$ cat config.mk
export PLATFORM = sky130hd
export DESIGN_NAME = spi_cmd_ctrl
export DESIGN_NICKNAME = d
export VERILOG_FILES = /design/src/rtl/spi_cmd_ctrl.sv
export SDC_FILE = /design/constraint.sdc
export NUM_CORES = 1
export LEC_CHECK = 0
export BUFFER_PORTS_ARGS = -buffer_cell sky130_fd_sc_hd__buf_2
export CAP_MARGIN = 20
export CORE_ASPECT_RATIO = 1.2
export CORE_UTILIZATION = 64
export CTS_CLUSTER_DIAMETER = 80
export DETAILED_ROUTE_END_ITERATION = 6
export GPL_ROUTABILITY_DRIVEN = 1
export PLACE_DENSITY = 0.85
export SETUP_SLACK_MARGIN = 0.5
export SLEW_MARGIN = 25
export SYNTH_ARGS = -nofsm -noshare
export SYNTH_HDL_FRONTEND = slang
export SYNTH_SLANG_ARGS = --single-unit
$ cat constraint.sdc
create_clock -name clk -period 7.09 [get_ports clk]
set_input_delay 0.709 -clock clk [delete_from_list [all_inputs] [get_ports clk]]
set_output_delay 0.709 -clock clk [all_outputs]
set_load 0.02 [all_outputs]
$ cat src/rtl/spi_cmd_ctrl.sv
// Command sequencer between spi_slave and the board registers: decodes opcode words,
// updates LED/inversion/vector registers and queues response words for transmit.
module spi_cmd_ctrl #(
    parameter int VEC_DEPTH = 4
) (
    input  logic        clk,
    input  logic        reset,
    input  logic        rd_data_available,
    input  logic [31:0] rd_data,
    output logic        rd_ack,
    input  logic        wr_buffer_free,
    output logic        wr_en,
    output logic [31:0] wr_data,
    output logic [15:0] leds,
    output logic        busy,
    output logic        err_unknown,
    output logic        err_overrun
);

    typedef enum logic [2:0] {
        S_IDLE,
        S_EXEC,
        S_SEND,
        S_GAP,
        S_VEC_RX
    } state_t;

    localparam logic [7:0] OP_NOP     = 8'h00;
    localparam logic [7:0] OP_INIT    = 8'h01;
    localparam logic [7:0] OP_WR_INV  = 8'h02;
    localparam logic [7:0] OP_RD_INV  = 8'h03;
    localparam logic [7:0] OP_WR_LEDS = 8'h04;
    localparam logic [7:0] OP_RD_LEDS = 8'h05;
    localparam logic [7:0] OP_WR_VEC  = 8'h06;
    localparam logic [7:0] OP_RD_VEC  = 8'h07;

    state_t      state, state_nxt;
    logic        avail_q;
    logic        pending;
    logic        rise;
    logic        clr_pending;
    logic [31:0] word_q;
    logic [7:0]  opcode;
    logic [15:0] inv_reg;
    logic [23:0] vec_mem [VEC_DEPTH];
    logic [1:0]  vec_ptr;
    logic [1:0]  send_cnt;

    assign rise   = rd_data_available & ~avail_q;
    assign opcode = word_q[31:24];
    assign busy   = (state != S_IDLE);
    // Combinational so the response leaves in the first cycle SEND sees a free buffer.
    assign wr_en  = (state == S_SEND) && wr_buffer_free && !reset;

    always_ff @(posedge clk) begin
        if (reset) state <= S_IDLE;
        else       state <= state_nxt;
    end

    always_comb begin
        state_nxt   = state;
        clr_pending = 1'b0;
        case (state)
            S_IDLE: begin
                if (pending) begin
                    clr_pending = 1'b1;
                    state_nxt   = S_EXEC;
                end
            end
            S_EXEC: begin
                case (opcode)
                    OP_RD_INV, OP_RD_LEDS, OP_RD_VEC: state_nxt = S_SEND;
                    OP_WR_VEC:                        state_nxt = S_VEC_RX;
                    default:                          state_nxt = S_IDLE;
                endcase
            end
            S_SEND: begin
                if (wr_buffer_free) state_nxt = S_GAP;
            end
            S_GAP: begin
                state_nxt = (send_cnt != 2'd0) ? S_SEND : S_IDLE;
            end
            S_VEC_RX: begin
                if (pending) begin
                    clr_pending = 1'b1;
                    if (vec_ptr == 2'd3) state_nxt = S_IDLE;
                end
            end
            default: state_nxt = S_IDLE;
        endcase
    end

    always_ff @(posedge clk) begin
        if (reset) begin
            avail_q     <= 1'b0;
            pending     <= 1'b0;
            rd_ack      <= 1'b0;
            word_q      <= '0;
            wr_data     <= '0;
            leds        <= '0;
            inv_reg     <= '0;
            vec_ptr     <= '0;
            send_cnt    <= '0;
            err_unknown <= 1'b0;
            err_overrun <= 1'b0;
            for (int i = 0; i < VEC_DEPTH; i++) vec_mem[i] <= '0;
        end else begin
            avail_q <= rd_data_available;
            rd_ack  <= rise;
            // A word arriving while one is still pending is acknowledged but dropped.
            if (rise && !pending) begin
                word_q  <= rd_data;
                pending <= 1'b1;
            end else begin
                if (rise)        err_overrun <= 1'b1;
                if (clr_pending) pending     <= 1'b0;
            end

            case (state)
                S_EXEC: begin
                    case (opcode)
                        OP_NOP: ;
                        OP_INIT: begin
                            leds        <= '0;
                            inv_reg     <= '0;
                            err_unknown <= 1'b0;
                            err_overrun <= 1'b0;
                            for (int i = 0; i < VEC_DEPTH; i++) vec_mem[i] <= '0;
                        end
                        OP_WR_INV:  inv_reg <= ~word_q[15:0];
                        OP_RD_INV: begin
                            wr_data  <= {OP_RD_INV, 8'h00, inv_reg};
                            send_cnt <= 2'd0;
                        end
                        OP_WR_LEDS: leds <= word_q[15:0];
                        OP_RD_LEDS: begin
                            wr_data  <= {OP_RD_LEDS, 8'h00, leds};
                            send_cnt <= 2'd0;
                        end
                        OP_WR_VEC:  vec_ptr <= 2'd0;
                        OP_RD_VEC: begin
                            vec_ptr  <= 2'd0;
                            wr_data  <= {OP_RD_VEC, vec_mem[0]};
                            send_cnt <= 2'd3;
                        end
                        default:    err_unknown <= 1'b1;
                    endcase
                end
                S_VEC_RX: begin
                    if (pending) begin
                        vec_mem[vec_ptr] <= word_q[23:0];
                        vec_ptr          <= vec_ptr + 2'd1;
                    end
                end
                S_GAP: begin
                    if (send_cnt != 2'd0) begin
                        vec_ptr  <= vec_ptr + 2'd1;
                        wr_data  <= {OP_RD_VEC, vec_mem[vec_ptr + 2'd1]};
                        send_cnt <= send_cnt - 2'd1;
                    end
                end
                default: ;
            endcase
        end
    end

endmodule

* Word-level counts from Yosys, hierarchy flattened
Memory sizes are Yosys's and may differ from the RTL's.
Index checks and enable logic that the tools add are counted.
** Cells by class
- Add/sub/neg operators :: 2
- Multiply operators :: 0
- Divide/modulo/power cells :: 0
- Magnitude comparators :: 0
- Equal/unequal tests :: 20
- Shifts and indexed selects :: 0
- Mux-type cells :: 44
- Bitwise gates (word level) :: 8
- Reduce and logical (&&, ||, !) cells :: 27
** Operators by type and width (number)
- $mux 24 :: 5
- $pmux 32 s3 :: 1
- $pmux 16 s2 :: 2
- $pmux 32 s2 :: 1
- $eq 8x3->1 const B :: 4
- $mux 32 :: 1
- $reduce_or 24->1 :: 1
- $mux 1 :: 18
- $eq 8x2->1 const B :: 2
- $not 16->16 :: 1
- $pmux 3 s5 :: 1
- $mux 2 :: 6
- $mux 3 :: 4
- $ne 2x2->1 const B :: 6
- $reduce_bool 2->1 :: 5
- $eq 8x1->1 const B :: 1
- $logic_not 8->1 :: 1
- $pmux 2 s2 :: 2
- $reduce_and 4->1 :: 2
- $reduce_or 7->1 :: 1
- $eq 3x2->1 const B :: 2
- $pmux 2 s3 :: 1
- $pmux 3 s2 :: 1
- $reduce_and 2->1 :: 3
- 18 further kinds :: 29
** Storage, ports and cells
- Bits in registers :: 108
- Latch bits :: 0
- RAM bits :: 96
- ROM bits :: 0
- Bits of input ports :: 36
- Output and inout bits :: 53
- Word-level logic and storage cells :: 114
- Memories kept :: 1
** Memories
- vec_mem :: words 4, width 24, read ports 2, clocked after memory_dff 0, write ports 4, line 45 : logic [23:0] vec_mem [VEC_DEPTH];

* Depth between registers and ports, before layout
Gate-level depths: netlist (run 1).
- Depth in word-level cells :: 7
- Depth in mapped cells :: 9
- Depth with buffers taken out :: 6

* Worst setup path before layout (run 1)
Ideal clock, no wire load.
- Kind :: input port to flip-flop
- Start point :: input port reset
- End point :: memory vec_mem[0][0] (enable)
- Setup time :: 0.381 ns
- Arrival time :: 1.979 ns
- Data required time :: 6.709 ns
- Setup slack :: 4.730 ns
- Stages :: 6
- Buffers on the path :: 2
- Cell sequence :: nor2_1 and4b_1 buf_2 clkbuf_1 nand2_1 nand2_1
** RTL lines
- from (decl) :: line 7 : input logic reset,
- to (decl) :: line 45

==> out/metrics.csv, run 1 <==
stage,metric,value,unit
status,outcome,"complete, no violations",
timing,clock skew,9.03,ps
final_layout,layout cells sized above 1,0.272,
timing,Worst Max-Slew Pin Slew,995,ps
power,NetSw,509,uW
synth,post-synthesis simple-gate area fraction,0.170,
floorplanning,Die W,110,um
power,Lkg Pwr,3.93,nW
placement,I/O Buffers,83,
synth,syn avg cell area,12.0,um2
clock_tree,CTS tree,yes,
floorplanning,initial core utilization,0.663,
synth,Synth Instances,743,
synth,multiplexer share of the synthesized area,0.0820,
synth,Syn. warnings,0,
drt,Vias per Instance,6.65,
clock_tree,clock sink count,199,
clock_tree,Clock Path Buffers,2,
critical_path,R2R depth,5,
global_routing,antenna violations before repair,0,
drt,WL final,21700,um
synth,"EDFF count, synth",96,
timing,clock period minus worst slack,3050,ps
final_layout,"leading cell type in the layout, fill and taps excluded",nand2_1,
timing,unrepaired setup endpoints after global routing,false,
min_path,Hold Path Class,flip-flop to flip-flop,
synth,main combinational cell family by area after synthesis,simple AND/OR/NAND/NOR gates,
global_routing,wire length of the first global-routing pass,33900,um
critical_path,Setup CP Type,primary input to flip-flop,
power,maximum vdd drop,0.147,mV
power,Sw Share,0.217,
final_layout,"commonest non-fill, non-tap cells in the layout","nand2_1, dfxtp_1, and3_1, edfxtp_1, buf_2",
power,share of power burned in registers,0.538,
power,Logic pwr share,0.046,
global_routing,vias in the first global route,6405,
clock_tree,Worst-Skew Late Latency,440,ps
global_routing,Total GRT Usage,0.318,
floorplanning,die area,0.0144,mm2
placement,HPWL Detailed,12800,um
timing,final worst path period share,0.430,
timing,Finish-stage setup viols,0,
synth,Post-synth top flop,dfxtp_1,
clock_tree,htree depth,4,
clock_tree,CTS buffer count,17,
global_routing,GRT overflow,0,
synth,Synth Register Bits,199,
final_layout,Largest Register,vec_mem,
synth,"Seq/Total Area, Yosys",0.556,
clock_tree,clock root cell,clkbuf_16,
floorplanning,placement row count,46,
timing,setup TNS,0,ps
synth,async set or reset register ratio after synthesis,0,
critical_path,Critical Path End Type,flip-flop,
floorplanning,Ports,89,
synth,Yosys top cell by area,edfxtp_1,
timing,Final Hold Fails,0,
final_layout,Final nets,827,
synth,synth top area cells,"edfxtp_1, dfxtp_1, and3_1",
clock_tree,setup bufs post-CTS,0,
synth,compound-gate portion of the synthesized area,0.125,
timing,Slew Limit Fails,0,
synth,Post-Syn Area,0.00890,mm2
synth,Synth cell types,66,
synth,Adder-Cell Fraction of Synth Area,0.00703,
drt,routed via count,6427,
drt,WL per Instance,22.5,um
synth,Synth Area in XOR/XNOR,0.00197,
final_layout,max FFs per register,96,
critical_path,Critical Path Start Type,primary input,
timing,Slew headroom,0.337,
critical_path,Worst Path Required,7160,ps
drt,1st-pass router iterations,5,
floorplanning,core area,0.0134,mm2
timing,final worst setup slack,4040,ps
clock_tree,Worst-path clk slew,70,ps
clock_tree,Post-CTS Hold Fix Bufs,0,
power,power per cell area,240,mW/mm2
power,Clk pwr share,0.416,
power,total power,2.35,mW
drt,residual DRC count,0,
global_routing,largest net degree at the start of global routing,101,
job,maxcap violations,0,
placement,Place WS,3410,ps
critical_path,reg-to-reg setup timing slack,4360,ps
final_layout,Regs by FF count,"vec_mem: 96 flops, word_q: 32 flops, wr_data: 27 flops",
final_layout,area delta synth->final,9.84,%
critical_path,Crit Path Max Fanout,100,
synth,Yosys top cell area share,0.324,
critical_path,CP arrival,3120,ps
placement,routability cong.,0.813,
min_path,hold depth,2,
final_layout,Antenna Cells,0,
floorplanning,die height,131,um
final_layout,# fillers,930,
timing,fmax,328,MHz
power,Int Power,1.84,mW
drt,Routed Antenna Nets,0,
clock_tree,total of cells resized after clock tree synthesis,0,
drt,Iter 0 DRT Violations,610,
==> stage by stage <==
stage / util / cell area (um2) / hold WS [ps] / std cells
2_1_floorplan: - / 8910 / 425 / 747
5_1_grt: 0.729 / 9770 / 483 / 967
3_3_place_gp: 0.679 / 9110 / 432 / 932
6_report: 0.729 / 9770 / 460 / 967
3_5_place_dp: 0.683 / 9160 / 446 / 935
4_1_cts: 0.728 / 9760 / 460 / 967
==> layer usage <==
metal,track usage,part of all wire
met3,0.0685,0.084
met2,0.513,0.50
met1,0.409,0.39
met4,0.143,0.026
met5,0,0
==> cell families (layout without fill, tap and decap cells) <==
kind of cell,Yosys count,count (layout)
AO/OA/AOI/OAI,133,133
XOR/XNOR,2,2
adder cells (fa/ha/maj),5,5
buffers and inverters,80,132
flip-flops,199,199
multiplexers,41,41
other,1,5
AND/OR/NAND/NOR,282,282
==> synthesized netlist by cell type (2+ instances only) <==
| cell | count |
|---|---|
| a22o_1 | 16 |
| or3_1 | 2 |
| a311oi_1 | 3 |
| a21oi_1 | 38 |
| or4_1 | 2 |
| nand3_1 | 2 |
| nand2_1 | 109 |
| a311oi_2 | 16 |
| inv_1 | 7 |
| a22oi_1 | 15 |
| edfxtp_1 | 96 |
| o21ai_2 | 10 |
| mux2i_1 | 2 |
| nor2b_1 | 4 |
| and3_2 | 2 |
| xor2_1 | 2 |
| nor2_1 | 12 |
| a32oi_1 | 9 |
| o21ai_0 | 8 |
| ha_1 | 5 |
| buf_2 | 9 |
| clkbuf_8 | 8 |
| mux4_2 | 24 |
| clkbuf_1 | 34 |
| buf_6 | 7 |
| dfxtp_1 | 103 |
| buf_4 | 12 |
| nand2b_1 | 3 |
| a211oi_1 | 4 |
| nor3b_1 | 2 |
| and3_1 | 96 |
| a211oi_2 | 4 |
| and4b_1 | 2 |
| nor3_1 | 29 |
| mux2_2 | 15 |
==> worst paths after layout <==
path / to / startpoint
setup / recovery: vec_mem[0][8]$_SDFFCE_PN0P_ / reset
hold reg to reg: inv_reg[0]$_SDFFE_PP0P_ / inv_reg[0]$_SDFFE_PP0P_
hold / removal: inv_reg[0]$_SDFFE_PP0P_ / inv_reg[0]$_SDFFE_PP0P_
setup reg to reg: send_cnt[0]$_SDFFE_PP0P_ / state[1]$_SDFFE_PP0P_
==> power by group through the flow <==
stage | sequential, mW | combinational (mW) | clock (mW)
3_5_place_dp | 1.29 | 0.105 | 0
5_1_grt | 1.27 | 0.116 | 1.02
2_1_floorplan | 1.28 | 0.0758 | 0
6_report | 1.26 | 0.108 | 0.975
3_3_place_gp | 1.28 | 0.101 | 0
4_1_cts | 1.26 | 0.106 | 0.977
==> critical path: stages <==
cell	delay (ps)
buf_2	100
buf_4	400
nor2_1	260
and4b_4	870
nand2_1	170
nand2_2	580
==> area by class of cell <==
cell class	count	area [um2]	share of cell area
clock inverter	8	95.1	0.00973
inverter	7	26.3	0.00269
timing repair buffer	93	505	0.0517
sequential	199	4950	0.506
tap	168	210	0.0215
multi-input combinational	468	3480	0.357
clock buffer	24	503	0.0515
Note: power is estimated with default switching activity, not from simulation.
==> run 2: changes to the inputs <==
CORE_UTILIZATION = 53   (was 64)
PLACE_DENSITY = 0.76   (was 0.85)
clock period = 2.8 ns   (was 7.09 ns; I/O delays follow)
==> run 2 against run 1 <==
Setup slack lost 3400 ps. Cell count up 6.7%. Sequential share of layout area fell by 1.1 points. Via count shrank 2.0%. First-iteration DRC count increased by 2.0%. Highest routed layer unchanged.
==> out/metrics.csv, run 2 (synthesized netlist as in run 1, its figures left out) <==
stage,metric,value,unit
power,power per cell area,598,mW/mm2
timing,worst hold slack,75.4,ps
critical_path,Critical Path Start Type,flip-flop,
timing,Slew headroom,0.484,
critical_path,crit-path max cell delay,520,ps
placement,I/O Buffers,83,
critical_path,Worst Path Required,3090,ps
min_path,Hold Path Class,primary input to flip-flop,
clock_tree,htree depth,4,
job,maxcap violations,0,
timing,clock period minus worst slack,2160,ps
power,Lkg Pwr,4.06,nW
final_layout,layout cells sized above 1,0.284,
critical_path,worst path bufs/invs,1,
timing,setup TNS,0,ps
clock_tree,Worst-Skew Late Latency,430,ps
critical_path,Crit Path Max Fanout,12,
global_routing,Total GRT Usage,0.267,
floorplanning,core area,0.0163,mm2
critical_path,"CP delay by family, top",simple AND/OR/NAND/NOR gates,
clock_tree,Post-CTS Hold Fix Bufs,0,
floorplanning,placement row count,51,
placement,routability cong.,0.898,
floorplanning,die height,144,um
timing,Slew Limit Fails,0,
global_routing,wire length of the first global-routing pass,34600,um
floorplanning,Ports,89,
clock_tree,Worst-path clk slew,70,ps
timing,clock skew,10.6,ps
drt,routed via count,6301,
drt,Vias per Instance,6.11,
critical_path,reg-to-reg setup timing slack,640,ps
drt,met2 wire len,11100,um
clock_tree,CTS buffer count,17,
drt,1st-pass router iterations,5,
drt,routed wl met3,1320,um
timing,final worst setup slack,638,ps
final_layout,"leading cell type in the layout, fill and taps excluded",nand2_1,
floorplanning,Die W,120,um
timing,Final Hold Fails,0,
global_routing,GRT overflow,0,
drt,Iter 0 DRT Violations,622,
clock_tree,CTS tree,yes,
timing,fmax,463,MHz
critical_path,crit-path cells,nor4b_2 -> o2111a_1 -> or2_1 -> buf_4 -> a311oi_2,
global_routing,antenna violations before repair,0,
drt,residual DRC count,0,
timing,Finish-stage setup viols,0,
final_layout,Antenna Cells,0,
final_layout,max FFs per register,96,
placement,Place WS,654,ps
clock_tree,Clock Path Buffers,2,
floorplanning,initial core utilization,0.545,
timing,Worst Max-Slew Pin Slew,774,ps
final_layout,Final nets,848,
drt,Routed Antenna Nets,0,
floorplanning,die area,0.0173,mm2
critical_path,Setup CP Type,flip-flop to flip-flop,
drt,M1 WL,8880,um
global_routing,largest net degree at the start of global routing,53,
clock_tree,clock root cell,clkbuf_16,
status,outcome,"complete, no violations",
timing,final worst path period share,0.772,
clock_tree,clock sink count,199,
final_layout,Largest Register,vec_mem,
drt,DR top layer,met4,
global_routing,vias in the first global route,6313,
final_layout,"commonest non-fill, non-tap cells in the layout","nand2_1, dfxtp_1, and3_1, edfxtp_1, buf_2",
drt,WL per Instance,21.0,um
final_layout,Util after Layout,0.611,
critical_path,Worst path slowest cell,dfxtp_1,
critical_path,Critical Path End Type,flip-flop,
critical_path,CP arrival,2450,ps
timing,unrepaired setup endpoints after global routing,false,
final_layout,Regs by FF count,"vec_mem: 96 flops, word_q: 32 flops, wr_data: 27 flops",
final_layout,area delta synth->final,12.2,%
placement,HPWL Detailed,13800,um
drt,WL final,21700,um
power,maximum vdd drop,0.469,mV
run 2: cell count changes in the layout (fill, tap and decap cells not counted), moves of 2 or more:
cell	delta
clkinv_2	-3
bufinv_16	-2
buf_6	-2
nand2_1	+4
buf_4	+22
clkbuf_16	+3
nand2_2	-4
buf_12	+2
clkinvlp_4	-2
run 2: final timing paths:
check | from | endpoint | cells after the start
worst min-delay path | rd_data[4] | word_q[4]$_SDFFE_PP0P_ | 3
worst max register to register | state[0]$_SDFFE_PP0P_ | wr_data[1]$_SDFFE_PP0P_ | 5
worst min register to register | inv_reg[9]$_SDFFE_PP0P_ | inv_reg[9]$_SDFFE_PP0P_ | 2
worst max-delay path | state[0]$_SDFFE_PP0P_ | wr_data[1]$_SDFFE_PP0P_ | 5
run 2: cell type report:
cell class,count,area [um2]
Clock buffer,29,597
Clock inverter,3,20.0
Fill cell,1323,6350
Inverter,7,26.3
Multi-Input combinational cell,468,3450
Sequential cell,199,4950
Tap cell,212,265
Timing Repair Buffer,114,673
run 2: worst min-delay path, cell delays in order:
cell and delay (ps):
buf_2 90, nand2_1 40, a21oi_1 50
run 2: power by group:
group	total, mW	internal (mW)	switching (mW)
logic	0.278	0.0994	0.178
registers	3.20	3.13	0.0707
clock network	2.49	1.46	1.04
run 2: repair_timing:
action,4_1_cts,5_1_grt
endpoints found under the setup margin,0,15
setup buffers,0,1
resized for setup,0,1
run 2: stage by stage:
step	total power [mW]	instances	cell area, um2
final	5.97	1032	9980
after global routing	6.13	1032	9980
after CTS	5.98	1031	9960
after detailed placement	3.54	999	9340
after global placement	3.52	999	9340
after floorplan	3.42	747	8910
run 2: metal layers:
metal | up-vias | track usage
li1 | 2898 | -
met1 | 3101 | 0.338
met2 | 259 | 0.454
met3 | 43 | 0.0460
met4 | 0 | 0.110
met5 | - | 0
